`config.mk`:
```
export PLATFORM = sky130hd
export DESIGN_NAME = uart_rx_fifo
export DESIGN_NICKNAME = d
export VERILOG_FILES = /design/src/rtl/uart_pkg.sv /design/src/rtl/uart_rx_fifo_mem.sv /design/src/rtl/uart_rx_fifo.sv
export SDC_FILE = /design/constraint.sdc
export NUM_CORES = 1
export LEC_CHECK = 0
export ABC_AREA = 1
export CORE_MARGIN = 4
export CORE_UTILIZATION = 50
export CTS_CLUSTER_SIZE = 8
export DETAILED_ROUTE_END_ITERATION = 6
export PLACE_DENSITY = 0.75
export SLEW_MARGIN = 10
export SYNTH_ARGS = -nofsm -noshare
export SYNTH_HDL_FRONTEND = slang
export SYNTH_SLANG_ARGS = --single-unit
```
`constraint.sdc`:
```
create_clock -name clk -period 1.75 [get_ports clk]
set_input_delay 0.35 -clock clk [delete_from_list [all_inputs] [get_ports clk]]
set_output_delay 0.35 -clock clk [all_outputs]
set_load 0.005 [all_outputs]
```
`src/rtl/uart_pkg.sv`:
```
// Shared UART constants: character width and receive error-tag layout.
package uart_pkg;

   localparam int unsigned UART_DATA_W = 8;

   // Error tag is {par, stp}
   localparam int unsigned TAG_W   = 2;
   localparam int unsigned TAG_PAR = 1;
   localparam int unsigned TAG_STP = 0;

endpackage : uart_pkg

```
`src/rtl/uart_rx_fifo_mem.sv`:
```
// Receive FIFO storage: dual-port, synchronous write, asynchronous read.
// The array is intentionally not reset.
module uart_rx_fifo_mem #(
   parameter int unsigned WIDTH = 10,
   parameter int unsigned DEPTH = 8
) (
   input  logic                     clk,
   input  logic                     wr_en,
   input  logic [$clog2(DEPTH)-1:0] wr_addr,
   input  logic [WIDTH-1:0]         wr_data,
   input  logic [$clog2(DEPTH)-1:0] rd_addr,
   output logic [WIDTH-1:0]         rd_data
);

   logic [WIDTH-1:0] mem [DEPTH];

   // Write port
   always_ff @(posedge clk) begin
      if (wr_en) begin
         mem[wr_addr] <= wr_data;
      end
   end

   // Zero-latency read port
   assign rd_data = mem[rd_addr];

endmodule : uart_rx_fifo_mem

```
`src/rtl/uart_rx_fifo.sv`:
```
// UART receive FIFO with first-word-fall-through read, sticky overrun and
// occupancy interrupt. Define UART_RX_FIFO_ERR_TAG_EN to store frames that
// fail parity/stop checks together with their {par, stp} error tag; without
// it, only error-free frames are stored and rd_err reads 2'b00.
module uart_rx_fifo
   import uart_pkg::*;
#(
   parameter int unsigned DATA_W = UART_DATA_W,
   parameter int unsigned DEPTH  = 8,
   parameter int unsigned THRESH = 4
) (
   input  logic                   clk,
   input  logic                   rst,
   input  logic [DATA_W-1:0]      p_data,
   input  logic                   data_valid,
   input  logic                   done_chk,
   input  logic                   par_err,
   input  logic                   stp_err,
   input  logic                   rd_en,
   output logic [DATA_W-1:0]      rd_data,
   output logic [1:0]             rd_err,
   output logic                   empty,
   output logic                   full,
   output logic [$clog2(DEPTH):0] count,
   output logic                   overrun,
   input  logic                   ovr_clr,
   output logic                   rx_irq
);

   localparam int unsigned AW = $clog2(DEPTH);
   localparam int unsigned CW = AW + 1;
`ifdef UART_RX_FIFO_ERR_TAG_EN
   localparam int unsigned MEM_W = DATA_W + TAG_W;
`else
   localparam int unsigned MEM_W = DATA_W;
`endif

   logic [AW-1:0]    wr_ptr;
   logic [AW-1:0]    rd_ptr;
   logic [CW-1:0]    count_next;
   logic             overrun_next;
   logic             wr_req;
   logic             wr_fire;
   logic             rd_fire;
   logic [MEM_W-1:0] wr_word;
   logic [MEM_W-1:0] rd_word;

`ifdef UART_RX_FIFO_ERR_TAG_EN
   logic [TAG_W-1:0] tag;
   logic             unused_dv;

   // Every checked frame is stored, tagged with its error status
   always_comb begin
      tag          = '0;
      tag[TAG_PAR] = par_err;
      tag[TAG_STP] = stp_err;
   end

   assign wr_req    = done_chk;
   assign wr_word   = {p_data, tag};
   assign rd_data   = rd_word[MEM_W-1:TAG_W];
   assign rd_err    = rd_word[TAG_W-1:0];
   assign unused_dv = data_valid;
`else
   logic unused_err;

   // Only error-free frames are stored; error frames vanish
   assign wr_req     = data_valid;
   assign wr_word    = p_data;
   assign rd_data    = rd_word;
   assign rd_err     = 2'b00;
   assign unused_err = done_chk ^ par_err ^ stp_err;
`endif

   assign empty   = (count == '0);
   assign full    = (count == CW'(DEPTH));
   assign rd_fire = rd_en && !empty;
   assign wr_fire = wr_req && (!full || rd_fire);

   uart_rx_fifo_mem #(
      .WIDTH (MEM_W),
      .DEPTH (DEPTH)
   ) u_mem (
      .clk     (clk),
      .wr_en   (wr_fire),
      .wr_addr (wr_ptr),
      .wr_data (wr_word),
      .rd_addr (rd_ptr),
      .rd_data (rd_word)
   );

   // Next occupancy and next sticky-overrun (set beats clear)
   always_comb begin
      count_next   = count;
      overrun_next = overrun;
      if (wr_fire && !rd_fire) begin
         count_next = count + CW'(1);
      end else if (rd_fire && !wr_fire) begin
         count_next = count - CW'(1);
      end
      if (ovr_clr) begin
         overrun_next = 1'b0;
      end
      if (wr_req && !wr_fire) begin
         overrun_next = 1'b1;
      end
   end

   // Pointers, occupancy and flags
   always_ff @(posedge clk or negedge rst) begin
      if (!rst) begin
         wr_ptr  <= '0;
         rd_ptr  <= '0;
         count   <= '0;
         overrun <= 1'b0;
         rx_irq  <= 1'b0;
      end else begin
         if (wr_fire) begin
            wr_ptr <= wr_ptr + AW'(1);
         end
         if (rd_fire) begin
            rd_ptr <= rd_ptr + AW'(1);
         end
         count   <= count_next;
         overrun <= overrun_next;
         rx_irq  <= (count_next >= CW'(THRESH)) || overrun_next;
      end
   end

endmodule : uart_rx_fifo

```
-- Word-level counts from Yosys, hierarchy flattened
Memory sizes are Yosys's and may differ from the RTL's.
Index checks and enable logic that the tools add are counted.
- logic and storage cells: 30
- memories kept: 1
- memory bits (read-only): 0
- bits of input ports: 16
- output and inout port bits: 18
- register bits after elaboration: 12
- memory bits (writable): 64
- bits in latches: 0
- equality and inequality tests: 1
- $lt $le $gt $ge: 1
- muxes and demuxes: 6
- shift operators: 0
- reductions and logical operators: 12
- add/subtract/negate cells: 4
- bitwise logic cells: 0
- divide/modulo/power cells: 0
- $mul: 0
- memories (memory ; words ; width ; rd ports ; clocked after memory_dff ; wr ports ; line ; text):
    u_mem.mem ; 8 ; 8 ; 1 ; 0 ; 1 ; uart_rx_fifo_mem.sv:15 ; logic [WIDTH-1:0] mem [DEPTH];
- operator list (kind ; count):
    $mux 4 ; 2
    $add 3x1->3 const B ; 2
    $logic_and 1x1->1 ; 5
    $add 4x1->4 const B ; 1
    $eq 4x4->1 const B ; 1
    $ge 4x3->1 const B ; 1
    $logic_not 1->1 ; 4
    $logic_not 4->1 ; 1
    $mux 1 ; 4
    $sub 4x1->4 const B ; 1
    $logic_or 1x1->1 ; 2

-- Logic depth before layout (Yosys ltp)
- depth in word-level cells: 11
- mapped depth: 11
- mapped depth without buffers: 11

-- Hierarchy
From an unflattened synthesis, not the netlist that was laid out.
- cells, all modules: 367
- area, all modules: 3580.9 sq um
- by module, submodules not included (module ; instances ; seq. area each (sq um) ; area each (sq um) ; cells each):
    uart_rx_fifo_mem ; 1 ; 1921.8 ; 2890.3 ; 295
    uart_rx_fifo ; 1 ; 300.3 ; 690.7 ; 72

-- Worst setup path after synthesis
No wires, ideal clock.
- path type: reg-to-reg
- start point: register count[0]
- end point: memory u_mem.mem[0][0] (netlist bit) (enable)
- slack: -0.133 ns
- period minus slack after synthesis: 1.883 ns
- library setup time: 0.339 ns
- buffers on the path: 0
- required time: 1.411 ns
- arrival time: 1.544 ns
- stages on the path, launching flop included: 9
- path through: dfrtp_1 inv_1 ha_1 nand3_2 nor2_4 nor2_8 inv_2 or2_4 nor2_2
- cells in the longest elaborated chain, start to end: 7
- elaborated cells between the ends (all ways): 9
- classes of those cells: 1 x eq/ne; 2 x mux; 6 x reduce/logical
- ends and longest elaborated chain (item ; line ; text):
    start: declaration ; uart_rx_fifo.sv:24 ; output logic [$clog2(DEPTH):0] count,
    start signal: assignment ; uart_rx_fifo.sv:124 ; count <= count_next;
    $logic_not 4->1 ; uart_rx_fifo.sv:75 ; assign empty = (count == '0);
    $logic_not 1->1 ; uart_rx_fifo.sv:77 ; assign rd_fire = rd_en && !empty;
    $logic_and 1x1->1 ; uart_rx_fifo.sv:77 ;
    $logic_or 1x1->1 * ; uart_rx_fifo.sv:78 ; assign wr_fire = wr_req && (!full || rd_fire);
    $logic_and 1x1->1 * ; uart_rx_fifo.sv:78 ;
    $mux 1 * ; uart_rx_fifo_mem.sv:19 ; if (wr_en) begin
    $mux 1 (implied by the code) * ; uart_rx_fifo_mem.sv:20 ; mem[wr_addr] <= wr_data;
    end: declaration ; uart_rx_fifo_mem.sv:15 ;
Every way passes the cells marked *; elsewhere a longest branch is shown, timed or not.

-- Worst setup path after layout
- start point: register rd_ptr[0]
- end point: output port rd_data[7]
- cells in the longest elaborated chain, start to end: 1
- ends and longest elaborated chain (item ; line ; text):
    start: declaration ; uart_rx_fifo.sv:39 ; logic [AW-1:0] rd_ptr;
    start signal: assignment ; uart_rx_fifo.sv:122 ; rd_ptr <= rd_ptr + AW'(1);
    $mem_v2 8x8 ; -- ;
    end: declaration ; uart_rx_fifo.sv:20 ; output logic [DATA_W-1:0] rd_data,
Every way passes these cells.

==> impl_results.md <==
* Area leader, netlist: edfxtp_1
* Worst setup path endpoint: rd_data[7]
* Fin. max-slew vios at 0
* Synth Area in XOR/XNOR at 1.367%
* GR Util met2 at 36.58%
* Max-cap viol count at 0
* Synth top area share at 60.00%
* Layout area overhead at 40.23%
* Synth Area in Simple Gates at 15.55%
* Share of cells above drive strength 1 at 35.23%
* CTS tree: built
* Post-synth EDFFs at 64
* Synth warn at 0
* Largest family of logic cells by synthesized area: simple AND/OR/NAND/NOR gates
* Crit Path Max Fanout at 5
* Iteration-0 DRC Markers at 210
* Final Hold Viols at 0
* Fraction of the mapped netlist area in adder cells at 1.563%
* DR WL/cell at 17.20 um
* Met1 Usage GRT at 25.34%
* Fraction of registers with async set/reset at 15.79%
* R2R Setup Slk at -30 ps
* HPWL Detailed at 4583 um
* GR Util met3 at 5.362%
* Die extent in y at 88.04 um
* Mux cell area share after synthesis at 0%
* Die X at 88.04 um
* Slew margin rel. at 58.38%
* Htree depth at 3
* Synthesized area per cell at 11.48 um^2
* Number of buffers created by CTS at 9
* CP cell instances: inv_4, buf_6, nor2_2, o21ai_1, a21oi_1, a31oi_1, buf_2
* Cell family with most CP delay: compound AO/OA/AOI/OAI gates
* Slowest cell delay on critical path at 460 ps
* Layer with the highest usage: met2
* Core area at 0.006061 mm^2
* Pwr Density at 1774 mW/mm^2
* Routability cong. at 0.8149
* RSZ-0062 raised after global routing: true
* CP required at 1400 ps
* Post-synthesis compound-gate area fraction at 8.516%
* CTS root buffer: clkbuf_8
* Ranking of synthesized cells by area: edfxtp_1 (60%), dfrtp_1 (9.4%), nand2_1 (5.5%)
* Seq/Total Area, Yosys at 69.37%
* Vias in the first global route at 2481
* Total power at 0.007970 W
* Crit path depth at 7
* Initial Utilization at 52.85%
* Violated checks: setup timing
* R2r worst-path depth at 10
* CP Class: flop to output port
* Most common cell after layout, fill and taps aside: edfxtp_1
* Largest net degree at the start of global routing at 14
* Data arrival time of the critical path at 1730 ps
* Clk_skew at 12.25 ps
* Mapped Cells at 279
* Setup crit start kind: flop
* Drt via density at 5.450
* Antenna Cells at 0
* Status: finished, violations left
* Layout Nets at 384
* Clk_lat worst skew at 350 ps
* Final WL at 7638 um
* Clk sinks at 76
* Clock Tree Buf Depth at 2
* FMAX at 481.9 MHz
* Std-Cell Rows at 28
* Min-Delay Path Class: primary input to async pin
* Die area at 0.007751 mm^2
* Commonest non-fill, non-tap cells in the layout: edfxtp_1 (64), nand2_1 (43), nor2_1 (31)
* Leak Pwr at 1.786 nW
* Clock Pin Slew Worst Setup and Hold Paths at 80 ps
* Aggregate global-route resource usage at 21.46%
* Worst slew pin tran at 622.4 ps
* I/O pins at 34
* # setup viols final at 40
* Routed Antenna Nets at 0
* Crit share post-route at 118.6%
* Final setup margin at -325.3 ps
* Buffers and inverters on the worst path at 3
* Cell area after synthesis at 0.003203 mm^2
* DR vias at 2420
* Final min period at 2075 ps
* GRT overflow at 0
* Library cells used by synthesis at 26
* Dpl ws at -283.1 ps
* Ys flop type: edfxtp_1
* Crit path capture type: output port
* Antenna violations before repair at 0
* Flops & latches, synth at 76
* Drt first pass iters at 4
* VDD IR max at 1.169 mV
* CP max stage cell: dfrtp_2
* Input/output buffers at 28
* DRC at 0
* First-pass GRT wire length at 12080 um
* Setup crit start: rd_ptr[0]
* R2R Path End: u_mem.mem[2][2]
[timing repair]
item	CTS	global route
setup endpoints to repair	11	76
pin swaps	20	15
hold buffers	0	0
setup buffers	24	5
gates resized for setup	87	44
hold endpoints to repair	0	0
[through the flow]
step	hold slack (ps)	area [um^2]	std cells	utilization (%)	setup TNS (ps)
2_1_floorplan	54.41	3247	280	-	-627.0
3_3_place_gp	522.4	3876	404	63.96	-13290
3_5_place_dp	532.8	3876	404	63.96	-15320
4_1_cts	389.7	4372	441	72.13	-2208
5_1_grt	414.6	4492	444	74.11	-5563
6_report	386.5	4492	444	74.11	-2529
[cell usage after synthesis (3+ instances only)]
cell type	count
edfxtp_1	64
nand2_1	47
nor2_1	47
o21ai_0	34
dfrtp_1	12
inv_1	12
a21oi_1	9
a31oi_1	8
nand3_1	7
buf_2	6
xor2_1	5
ha_1	4
nor2_2	4
inv_2	3
[per-layer routing]
metal / vias up / share of wire (%)
met4: 0 / 3.7
met3: 24 / 6.8
li1: 1139 / -
met1: 1166 / 38
met5: - / 0
met2: 91 / 52
[cell families (layout without fill, tap and decap cells)]
family                     after synthesis  count (layout)
DFF                                     76              76
AOI/OAI and AO/OA                       52              52
buffers and inverters                   26             115
adders and majority gates                4               4
xor gates and xnor gates                 5               5
and+or+nand+nor                        115             115
other                                    1               2
[registers in the layout, summed over array words and instances, names as in the netlist, named ones only]
register / cells
rd_ptr: 3
overrun: 1
count: 3
wr_ptr: 3
u_mem.mem: 64
rx_irq: 1
[worst min path at each step]
stage	startpoint	end	slack (ps)	cells past startpoint
after floorplan	rst	async pin	50	0
after global placement	wr_ptr[0]	wr_ptr[0]	520	2
after detailed placement	wr_ptr[0]	wr_ptr[0]	530	2
after CTS	rst	rd_ptr[1]	390	1
after global routing	rst	rd_ptr[1]	410	1
final	rst	rd_ptr[1]	390	1
[power breakdown]
part / leakage (nW) / internal, W / switching [W]
registers: 0.721 / 0.00232 / 0.000181
logic: 0.939 / 0.00180 / 0.00194
clock network: 0.127 / 0.00109 / 0.000636
total: 1.79 / 0.00521 / 0.00276
[final cells by class]
type | count | area [um^2]
Multi-Input combinational cell | 178 | 1035
Timing Repair Buffer | 83 | 809.5
Clock inverter | 6 | 136.4
Clock buffer | 10 | 127.6
Sequential cell | 76 | 2225
Inverter | 16 | 65.06
Tap cell | 75 | 93.84
Fill cell | 379 | 1569
(Power assumes the default switching activity.)
